`config.mk`:
```
export PLATFORM = sky130hd
export DESIGN_NAME = mem_stage_lsu
export DESIGN_NICKNAME = d
export VERILOG_FILES = /design/src/rtl/mem_stage_lsu.sv
export SDC_FILE = /design/constraint.sdc
export NUM_CORES = 1
export LEC_CHECK = 0
export CORE_AREA = 5 5 162 164
export DETAILED_ROUTE_END_ITERATION = 8
export DIE_AREA = 0 0 167 169
export GPL_TIMING_DRIVEN = 0
export PLACE_DENSITY = 0.81
export SLEW_MARGIN = 20
export SYNTH_ARGS = -nofsm -noshare
export SYNTH_HDL_FRONTEND = slang
export SYNTH_SLANG_ARGS = --single-unit
```
`constraint.sdc`:
```
create_clock -name clk -period 6.7 [get_ports clk]
set_input_delay 1.675 -clock clk [delete_from_list [all_inputs] [get_ports clk]]
set_output_delay 1.675 -clock clk [all_outputs]
set_load 0.01 [all_outputs]
```
`src/rtl/mem_stage_lsu.sv`:
```
// mem_stage_lsu: MEM stage load/store unit on a valid/ready data bus.
// Define MEM_MISALIGN_TRAP_EN to trap misaligned accesses instead of aligning.
package mem_stage_pkg;
  typedef struct packed {
    logic       reg_write;
    logic       mem_to_reg;
    logic       mem_read;
    logic       mem_write;
    logic [2:0] mem_op;
  } ctrl_t;

  typedef struct packed {
    logic [63:0] alu_result;
    logic [63:0] rs2_data_str;
    logic [4:0]  rd_addr;
    ctrl_t       ctrl;
    logic        valid_ex_mem;
  } ex_mem_reg_t;

  typedef struct packed {
    logic [63:0] alu_result;
    logic [63:0] mem_data;
    logic [4:0]  rd_addr;
    ctrl_t       ctrl;
    logic        valid_mem_wb;
  } mem_wb_reg_t;
endpackage

module mem_stage_lsu
  import mem_stage_pkg::*;
#(
  parameter int XLEN           = 32,
  parameter int TIMEOUT_CYCLES = 255
) (
  input  logic              clk,
  input  logic              reset,
  input  ex_mem_reg_t       ex_mem_in,
  output logic              stall_o,
  output mem_wb_reg_t       mem_wb_out,
  output logic              dmem_req_valid,
  input  logic              dmem_req_ready,
  output logic              dmem_req_we,
  output logic [XLEN-1:0]   dmem_req_addr,
  output logic [XLEN-1:0]   dmem_req_wdata,
  output logic [XLEN/8-1:0] dmem_req_wstrb,
  input  logic              dmem_rsp_valid,
  input  logic [XLEN-1:0]   dmem_rsp_rdata,
  input  logic              dmem_rsp_err,
  output logic              fault_o,
  output logic [XLEN-1:0]   fault_addr_o
);
  localparam int NB = XLEN / 8;
  localparam int K  = $clog2(NB);
  localparam int TW = $clog2(TIMEOUT_CYCLES + 1);
  localparam int CW = (TW > 8) ? TW : 8;

  typedef enum logic [1:0] {IDLE, REQ, WAIT} state_t;

  state_t          state, state_n;
  logic [63:0]     lat_addr;
  logic [XLEN-1:0] lat_data;
  logic [4:0]      lat_rd;
  ctrl_t           lat_ctrl;
  logic [CW-1:0]   cnt;

  logic            is_mem, is_st, lat_st, trap, tmo;
  logic [K-1:0]    eff_off;
  logic [NB-1:0]   strb;
  logic [XLEN-1:0] wdata, shifted, ld, ext_mask;
  logic            sign_bit;
  logic [XLEN-1:0] fa_n;
  mem_wb_reg_t     wb_n;
  logic            flt_n, take;
  logic            unused_hi;

  function automatic logic [K-1:0] amask(input logic [1:0] sz);
    return K'((4'd1 << sz) - 4'd1);
  endfunction

  function automatic logic op_ok(input logic [2:0] op, input logic st);
    logic wide;
    wide = (op[1:0] == 2'b11) || (op == 3'b110);
    return (op != 3'b111) && !(st && op[2]) && (!wide || XLEN == 64);
  endfunction

  assign unused_hi = ^ex_mem_in.rs2_data_str;

  assign is_mem = ex_mem_in.ctrl.mem_read || ex_mem_in.ctrl.mem_write;
  assign is_st  = ex_mem_in.ctrl.mem_write && !ex_mem_in.ctrl.mem_read;
  assign lat_st = lat_ctrl.mem_write && !lat_ctrl.mem_read;

  // Illegal widths always fault; misalignment only traps when enabled.
`ifdef MEM_MISALIGN_TRAP_EN
  assign trap = !op_ok(ex_mem_in.ctrl.mem_op, is_st) ||
    (|(ex_mem_in.alu_result[K-1:0] &
       amask(ex_mem_in.ctrl.mem_op[1:0])));
`else
  assign trap = !op_ok(ex_mem_in.ctrl.mem_op, is_st);
`endif

  assign tmo = (TIMEOUT_CYCLES != 0) &&
               (cnt == CW'(TIMEOUT_CYCLES - 1));

  always_comb begin
    eff_off  = lat_addr[K-1:0] & ~amask(lat_ctrl.mem_op[1:0]);
    shifted  = dmem_rsp_rdata >> {eff_off, 3'b000};
    strb     = '1;
    wdata    = lat_data;
    ext_mask = '1;
    sign_bit = 1'b0;
    unique case (lat_ctrl.mem_op[1:0])
      2'd0: begin
        strb     = NB'(1);
        wdata    = {NB{lat_data[7:0]}};
        ext_mask = XLEN'(8'hFF);
        sign_bit = shifted[7];
      end
      2'd1: begin
        strb     = NB'(3);
        wdata    = {(NB/2){lat_data[15:0]}};
        ext_mask = XLEN'(16'hFFFF);
        sign_bit = shifted[15];
      end
      2'd2: begin
        strb     = NB'(15);
        wdata    = {(NB/4){lat_data[31:0]}};
        ext_mask = XLEN'(32'hFFFF_FFFF);
        sign_bit = shifted[31];
      end
      default: ;
    endcase
    strb = strb << eff_off;
    ld   = shifted & ext_mask;
    if (!lat_ctrl.mem_op[2] && sign_bit)
      ld = ld | ~ext_mask;
  end

  always_comb begin
    state_n = state;
    take    = 1'b0;
    flt_n   = 1'b0;
    wb_n    = '0;
    fa_n    = lat_addr[XLEN-1:0];
    unique case (state)
      IDLE: begin
        fa_n = ex_mem_in.alu_result[XLEN-1:0];
        if (ex_mem_in.valid_ex_mem) begin
          if (!is_mem) begin
            wb_n.alu_result   = ex_mem_in.alu_result;
            wb_n.rd_addr      = ex_mem_in.rd_addr;
            wb_n.ctrl         = ex_mem_in.ctrl;
            wb_n.valid_mem_wb = 1'b1;
          end else if (trap) begin
            flt_n = 1'b1;
          end else begin
            take    = 1'b1;
            state_n = REQ;
          end
        end
      end
      REQ: begin
        if (tmo) begin
          state_n = IDLE;
          flt_n   = 1'b1;
        end else if (dmem_req_ready) begin
          state_n = WAIT;
        end
      end
      WAIT: begin
        if (dmem_rsp_valid) begin
          state_n = IDLE;
          if (dmem_rsp_err) begin
            flt_n = 1'b1;
          end else begin
            wb_n.alu_result   = lat_addr;
            wb_n.rd_addr      = lat_rd;
            wb_n.ctrl         = lat_ctrl;
            wb_n.valid_mem_wb = 1'b1;
            wb_n.mem_data     = lat_st ? '0 : 64'(ld);
          end
        end else if (tmo) begin
          state_n = IDLE;
          flt_n   = 1'b1;
        end
      end
      default: state_n = IDLE;
    endcase
  end

  always_ff @(posedge clk) begin
    if (reset) begin
      state        <= IDLE;
      mem_wb_out   <= '0;
      fault_o      <= 1'b0;
      fault_addr_o <= '0;
      cnt          <= '0;
      lat_addr     <= '0;
      lat_data     <= '0;
      lat_rd       <= '0;
      lat_ctrl     <= '0;
    end else begin
      state      <= state_n;
      mem_wb_out <= wb_n;
      fault_o    <= flt_n;
      if (flt_n)
        fault_addr_o <= fa_n;
      cnt <= (state == IDLE) ? '0 : cnt + 1'b1;
      if (take) begin
        lat_addr <= ex_mem_in.alu_result;
        lat_data <= ex_mem_in.rs2_data_str[XLEN-1:0];
        lat_rd   <= ex_mem_in.rd_addr;
        lat_ctrl <= ex_mem_in.ctrl;
      end
    end
  end

  assign stall_o        = (state != IDLE);
  assign dmem_req_valid = (state == REQ);
  assign dmem_req_we    = dmem_req_valid && lat_st;
  assign dmem_req_addr  = dmem_req_valid ?
    {lat_addr[XLEN-1:K], {K{1'b0}}} : '0;
  assign dmem_req_wdata = dmem_req_we ? wdata : '0;
  assign dmem_req_wstrb = dmem_req_we ? strb : '0;
endmodule

```
==> key figures, run 1 <==
STA
  – Setup slack after layout: 1510 ps
  – Clock Skew: roughly 18 ps
  – Setup Viol. Count Final: 0
  – Max-slew violation count: 0
  – Final Critical Period: 5190 ps
  – Slew margin rel.: ~33%
  – Setup Total Neg Slack: 0 ps
  – Final period util: about 77%
  – Max frequency: roughly 190 MHz
  – RSZ-0062 raised after global routing: no
  – Final hold vios: 0
  – Worst-Margin Slew: a little over 1000 ps

Global routing
  – GRT Max-Usage Layer: met2
  – Vias in the first global route: 10602
  – Initial antenna violation count: 2
  – M3 GR Usage: between 4 and 5%
  – First-pass GRT wire length: 58200 um
  – GR Util All Layers: 25.3%
  – GRT met1 Usage: 31.5%
  – Largest net degree at the start of global routing: 14
  – Grt ovf: 0
  – GR met2 Demand/Resource: a little over two fifths

Finish
  – Core Util, Final: 63.7%
  – # fillers: roughly 2000
  – Area Growth Syn to Fin: 46.7%
  – Final net count: about 1900
  – Layout cells sized above 1: under 10%
  – FF/Latch Area: between 5000 and 6000 sq um
  – Area of the multi-input gates: just under 5000 sq um

Logic synthesis
  – Synthesized area per cell: 8.47 sq um
  – Area share of the largest cell type after synthesis: 48.4%
  – Post-Synthesis Cells: around 1300
  – Synth cell types: just over 50
  – Synth Cell Area: 10700 sq um
  – Leading area contributor after synthesis: dfxtp_1
  – Synth warn: 0
  – Number of synthesized register bits: 260
  – Synth top cells by count: dfxtp_1, nand2_1, nor2_1
  – Seq/Total Area, Yosys: 48.4%
  – Largest cells by area after synthesis: dfxtp_1, nand2_1, a22oi_1
  – EDFF count, synth: 0
  – Most used flip-flop cell after synthesis: dfxtp_1
  – Share of flip-flops with an asynchronous set or reset: 0%
  – Top-count cell post-synth: dfxtp_1

Route
  – Vias/cell: roughly 5.3
  – Drt drc: 0
  – Number of nets with antenna violations after routing: 0
  – Post-Route WL: roughly 38000 um
  – Via Count: 10857
  – Initial DRC Count: about 1000
  – Routed wire per std cell: 18.8 um
  – Router iterations before antenna repair: 5

Clocking
  – CTS Hold Buffers Added: 0
  – Clock Path Buffers: 3
  – Postcts setup bufs: 0
  – Max H-tree Level: 1
  – TritonCTS clock tree: done
  – Post-CTS sizing: 0
  – Clock Tree Root: clkbuf_16
  – CTS clk-pin slew, worst paths: 60 ps
  – Num CTS Buffers: 27
  – CTS sink count: 260
  – Worst-skew pair later-pin latency: about 530 ps

Run status
  – Status: finished clean

Hold path
  – Worst min-delay path class: flip-flop to flip-flop

Die
  – Die area: 28200 sq um
  – Io pins: 423
  – FP Rows: between 50 and 60
  – Die height: between 150 and 200 um
  – Core footprint: ~25000 sq um
  – Starting Density: a little over two fifths
  – Die X: roughly 170 um

Place
  – Final Wtd Congestion: roughly 0.92
  – Number of port buffers: approximately 360
  – HPWL Detailed: 28500 um
  – Post-Place Setup Slack: about 2100 ps

Critical path
  – CP required: 5030 ps
  – Worst-path maximum fanout: 10
  – CP Data Arrival Time: around 3500 ps
  – Max stage delay on crit path: between 500 and 600 ps
  – Max stage delay cell, worst path: clkdlybuf4s50_1
  – WS Path Type: flip-flop to output port
  – Critical Path Start Type: flip-flop
  – Setup crit end kind: output port
  – Most used cell, CP: clkbuf_1
  – Cell Chain, Critical Path: or2_2 -> clkbuf_1 -> ha_1 -> and2_1 -> clkbuf_1 -> clkbuf_1 -> o21ai_0 -> a21oi_1 -> clkdlybuf4s50_1

Flow run
  – Max cap viols: 0

Pwr
  – Power Density: 231 nW/um^2
  – Int Pwr: 0.00275 W
  – Peak VDD IR: 0.000173 V
  – LEAKAGE: a little under 6 nW
  – Seq pwr share: around 45%
  – Sw power: roughly 0.00090 W
  – Comb power frac: between 10% and 20%
  – Switching Share: 24.6%
  – Clock Power Share: a little over two fifths
## flip-flops by register name, summed over array words and instances, names as in the netlist
name / flops
mem_wb_out: 109
lat_rd: 5
lat_data: 32
state: 2
fault_addr_o: 32
lat_addr: 64
lat_ctrl: 7
fault_o: 1
cnt: 8
## path summary, 6_finish.rpt
kind	from	end	slack, ps	depth (start not counted)
max reg2reg	lat_ctrl[1]	mem_wb_out[33]	3810	9
min	lat_rd[3]	lat_rd[3]	460	2
min reg2reg	lat_rd[3]	lat_rd[3]	460	2
max	lat_ctrl[1]	dmem_req_wstrb[3]	1510	9
## per-stage QoR
stage	area [sq um]	total power, W	hold WS [ps]	std cells
finish	15800	0.00364	456	2036
global route	15800	0.00377	475	2036
CTS	15800	0.00366	457	2035
detailed placement	14800	0.00214	449	1988
global placement	14800	0.00213	442	1988
floorplan	10900	0.00190	436	1302
## final cells by class
cell class                 count  share of cell area, %
buffer                       139                   4.30
sequential                   260                   33.0
inverter                       9                  0.214
tap                          330                   2.62
multi-input combinational    894                   31.5
antenna                        1                 0.0159
clock inverter                 9                  0.849
clock buffer                  38                   4.93
timing repair buffer         356                   22.6
## power groups by stage
stage	logic, W	registers [W]	clock network (W)
floorplan	0.000229	0.00167	0
global placement	0.000459	0.00167	0
detailed placement	0.000468	0.00167	0
CTS	0.000471	0.00164	0.00155
global route	0.000514	0.00164	0.00162
finish	0.000475	0.00164	0.00153
## worst max-delay path: cells and delay by family, from the launching register on
family	cells	cell delay (ps)
buf+inv	4	1470
simple gates	2	420
fa+ha+maj	1	370
flops	1	370
compound gates	2	350
## cell families after synthesis
logic type / count (synthesis) / share of synthesized area (%)
AO/OA/AOI/OAI: 286 / 17.6
AND/OR/NAND/NOR: 508 / 20.7
other: 1 / 0.0349
buffers and inverters: 148 / 6.63
XOR/XNOR: 5 / 0.408
adder cells (fa/ha/maj): 3 / 0.349
flip-flops: 260 / 48.4
multiplexers: 58 / 5.80
## layout by cell type, fill, tap and decap left out, types with 3 or more instances in the layout
master / instances
nor3_1: 37
buf_1: 7
nand2b_1: 4
a21oi_1: 122
clkbuf_8: 6
conb_1: 34
nor2_1: 131
dfxtp_1: 260
and2_1: 35
o31ai_1: 7
nor3b_1: 8
mux2_2: 14
bufinv_16: 3
xnor2_1: 3
clkdlybuf4s50_1: 356
clkbuf_1: 82
buf_2: 20
a22oi_1: 88
mux2i_1: 42
and3_1: 10
buf_4: 35
ha_1: 3
inv_1: 8
nand3_1: 27
a211oi_1: 48
a2bb2oi_1: 7
nor2b_1: 9
clkbuf_16: 27
nand2_1: 231
## per-layer routing
layer	wire length, um	vias up
met5	7	-
met4	1950	2
met3	2880	117
met2	18200	539
met1	15300	5068
li1	-	5131
No activity file was read; power rests on OpenSTA's default activity.
==> run 2: changes to the inputs <==
--- a/config.mk
+++ b/config.mk
@@ -5,11 +5,12 @@
 export SDC_FILE = /design/constraint.sdc
 export NUM_CORES = 1
 export LEC_CHECK = 0
-export CORE_AREA = 5 5 162 164
+export CORE_ASPECT_RATIO = 1.1
+export CORE_MARGIN = 5
+export CORE_UTILIZATION = 40
 export DETAILED_ROUTE_END_ITERATION = 8
-export DIE_AREA = 0 0 167 169
 export GPL_TIMING_DRIVEN = 0
-export PLACE_DENSITY = 0.81
+export PLACE_DENSITY = 0.77
 export SLEW_MARGIN = 20
 export SYNTH_ARGS = -nofsm -noshare
 export SYNTH_HDL_FRONTEND = slang
==> constraint.sdc (replaced) <==
create_clock -name clk -period 4.7 [get_ports clk]
set_input_delay 1.175 -clock clk [delete_from_list [all_inputs] [get_ports clk]]
set_output_delay 1.175 -clock clk [all_outputs]
set_load 0.01 [all_outputs]
==> key figures, run 2 (synthesized netlist as in run 1, its figures left out) <==
Route
  – Router iterations before antenna repair: 5 (unchanged)
  – Initial DRC Count: 884 (was 972)
  – Via Count: 10792 (was 10857)
  – Post-Route WL: 39700 um (was 38300 um)
  – Vias/cell: 5.22 (was 5.33)
  – Drt drc: 0 (unchanged)
  – Number of nets with antenna violations after routing: 0 (unchanged)
  – Routed wire per std cell: 19.2 um (was 18.8 um)

Critical path
  – Worst reg2reg startpoint: lat_ctrl[1] (unchanged)
  – CP required: 3520 ps (was 5030 ps)
  – CP Data Arrival Time: 3320 ps (was 3510 ps)
  – Setup crit end kind: output port (unchanged)
  – Critical Path Start Type: flip-flop (unchanged)
  – Worst-path maximum fanout: 10 (unchanged)
  – WS Path Type: flip-flop to output port (unchanged)
  – Setup crit start: lat_ctrl[1] (unchanged)

Finish
  – Design area: 15900 sq um (was 15800 sq um)
  – Most common cell after layout, fill and taps aside: clkdlybuf4s50_1 (unchanged)
  – Max reg flops: 109 (unchanged)
  – Final net count: 1868 (unchanged)
  – Commonest cells after routing, fill and taps aside: clkdlybuf4s50_1, dfxtp_1, nand2_1, nor2_1, a21oi_1 (unchanged)
  – Area Growth Syn to Fin: 47.6% (was 46.7%)
  – Largest regs: mem_wb_out (109), lat_addr (64) (unchanged)
  – # fillers: 2375 (was 2040)
  – Reg with most FFs: mem_wb_out (unchanged)
  – Layout cells sized above 1: 7.56% (was 7.21%)

STA
  – Slew margin rel.: 35.5% (was 32.9%)
  – Setup slack after layout: 209 ps (was 1510 ps)
  – Clock Skew: 18.0 ps (was 17.7 ps)
  – Setup Total Neg Slack: 0 ps (unchanged)
  – Final period util: between 90 and 100%
  – Worst-Margin Slew: 968 ps (was 1010 ps)
  – Setup Viol. Count Final: 0 (unchanged)
  – Final Critical Period: 4490 ps
  – Final hold vios: 0 (unchanged)
  – RSZ-0062 raised after global routing: no (unchanged)
  – Hold Slack: 455 ps (was 456 ps)
  – Max-slew violation count: 0 (unchanged)
  – Max frequency: about 220 MHz

Die
  – FP Rows: 63 (was 58)
  – Die height: 182 um (was 169 um)
  – Io pins: 423 (unchanged)
  – Starting Density: 40.2% (was 43.4%)
  – Core footprint: 26700 sq um (was 24700 sq um)
  – Die X: 166 um (was 167 um)
  – Die area: 30200 sq um (was 28200 sq um)

Place
  – HPWL Detailed: 30300 um (was 28500 um)
  – Number of port buffers: 356 (unchanged)
  – Placed cell area: 14900 sq um (was 14800 sq um)
  – Final Wtd Congestion: 0.898 (was 0.915)
  – Post-Place Setup Slack: 531 ps (was 2100 ps)

Clocking
  – Max H-tree Level: 1 (unchanged)
  – CTS Hold Buffers Added: 0 (unchanged)
  – Clock Tree Root: clkbuf_16 (unchanged)
  – Worst-skew pair later-pin latency: 570 ps (was 530 ps)
  – CTS sink count: 260 (unchanged)
  – TritonCTS clock tree: done (unchanged)
  – Num CTS Buffers: 28 (was 27)
  – Clock Path Buffers: 3 (unchanged)
  – CTS clk-pin slew, worst paths: 60 ps (about the same)

Run status
  – Status: finished clean (unchanged)

Global routing
  – First-pass GRT wire length: 59500 um (was 58200 um)
  – Initial antenna violation count: 3 (was 2)
  – GR Util All Layers: 24.6% (was 25.3%)
  – Largest net degree at the start of global routing: 16 (was 14)
  – Grt ovf: 0 (unchanged)
  – Vias in the first global route: 10753 (was 10602)

Pwr
  – Peak VDD IR: 0.000279 V (was 0.000173 V)
  – Power Density: 336 nW/um^2 (was 231 nW/um^2)
  – LEAKAGE: 5.97 nW (was 5.93 nW)

Hold path
  – Hold Crit Start: lat_addr[63] (was lat_rd[3])
  – Worst min-delay path class: flip-flop to flip-flop (unchanged)

Flow run
  – Max cap viols: 0 (unchanged)
[run 2: area by class of cell]
cell class,instances,area (sq um),share of cell area [%]
Timing Repair Buffer,356,3560,22.5
Buffer,138,677,4.27
Clock buffer,39,812,5.12
Antenna cell,2,5.00,0.0316
Clock inverter,11,160,1.01
Inverter,9,33.8,0.213
Tap cell,357,447,2.82
Multi-Input combinational cell,894,4960,31.3
Sequential cell,260,5200,32.8
[run 2: power breakdown]
group          switching, W  leakage, nW  total [W]  internal [W]
combinational      0.000362         3.38   0.000680      0.000319
clock              0.000936        0.474    0.00231       0.00137
sequential        0.0000526         2.11    0.00233       0.00228
[run 2: path summary, 6_finish.rpt]
check                       endpoint  slack, ps  cells after the start
setup / recovery  dmem_req_wdata[12]        210                      9
hold / removal          lat_addr[63]        450                      2
setup reg to reg      mem_wb_out[38]       1920                      8
hold reg to reg         lat_addr[63]        450                      2
[run 2: metal layers]
| layer | up-vias | part of all wire (%) | global-route usage (%) |
|---|---|---|---|
| li1 | 5133 | - | - |
| met5 | - | 0.053 | 0 |
| met3 | 115 | 10 | 8.99 |
| met2 | 521 | 48 | 42.6 |
| met1 | 5019 | 37 | 26.7 |
| met4 | 4 | 5.0 | 11.7 |
[run 2: critical path: stages (launching register included)]
cell and delay [ps]:
dfxtp_1 370, or2_2 290, clkbuf_1 170, ha_1 230, clkbuf_1 230, nor2_1 460
a22oi_1 150, a2bb2oi_1 170, nor2_1 120, clkdlybuf4s50_1 560
[run 2: stage by stage]
stage / total power (W) / cells / utilization [%]
after global routing: 0.00552 / 2065 / 59.3
after floorplan: 0.00271 / 1302 / -
final: 0.00532 / 2066 / 59.4
after CTS: 0.00535 / 2065 / 59.3
after detailed placement: 0.00305 / 2015 / 55.7
after global placement: 0.00304 / 2015 / 55.7
[run 2: timing repair]
item / CTS / global route
endpoints found under the setup margin: 1 / 2
buffers inserted: 0 / 0
gates resized for setup: 1 / 1
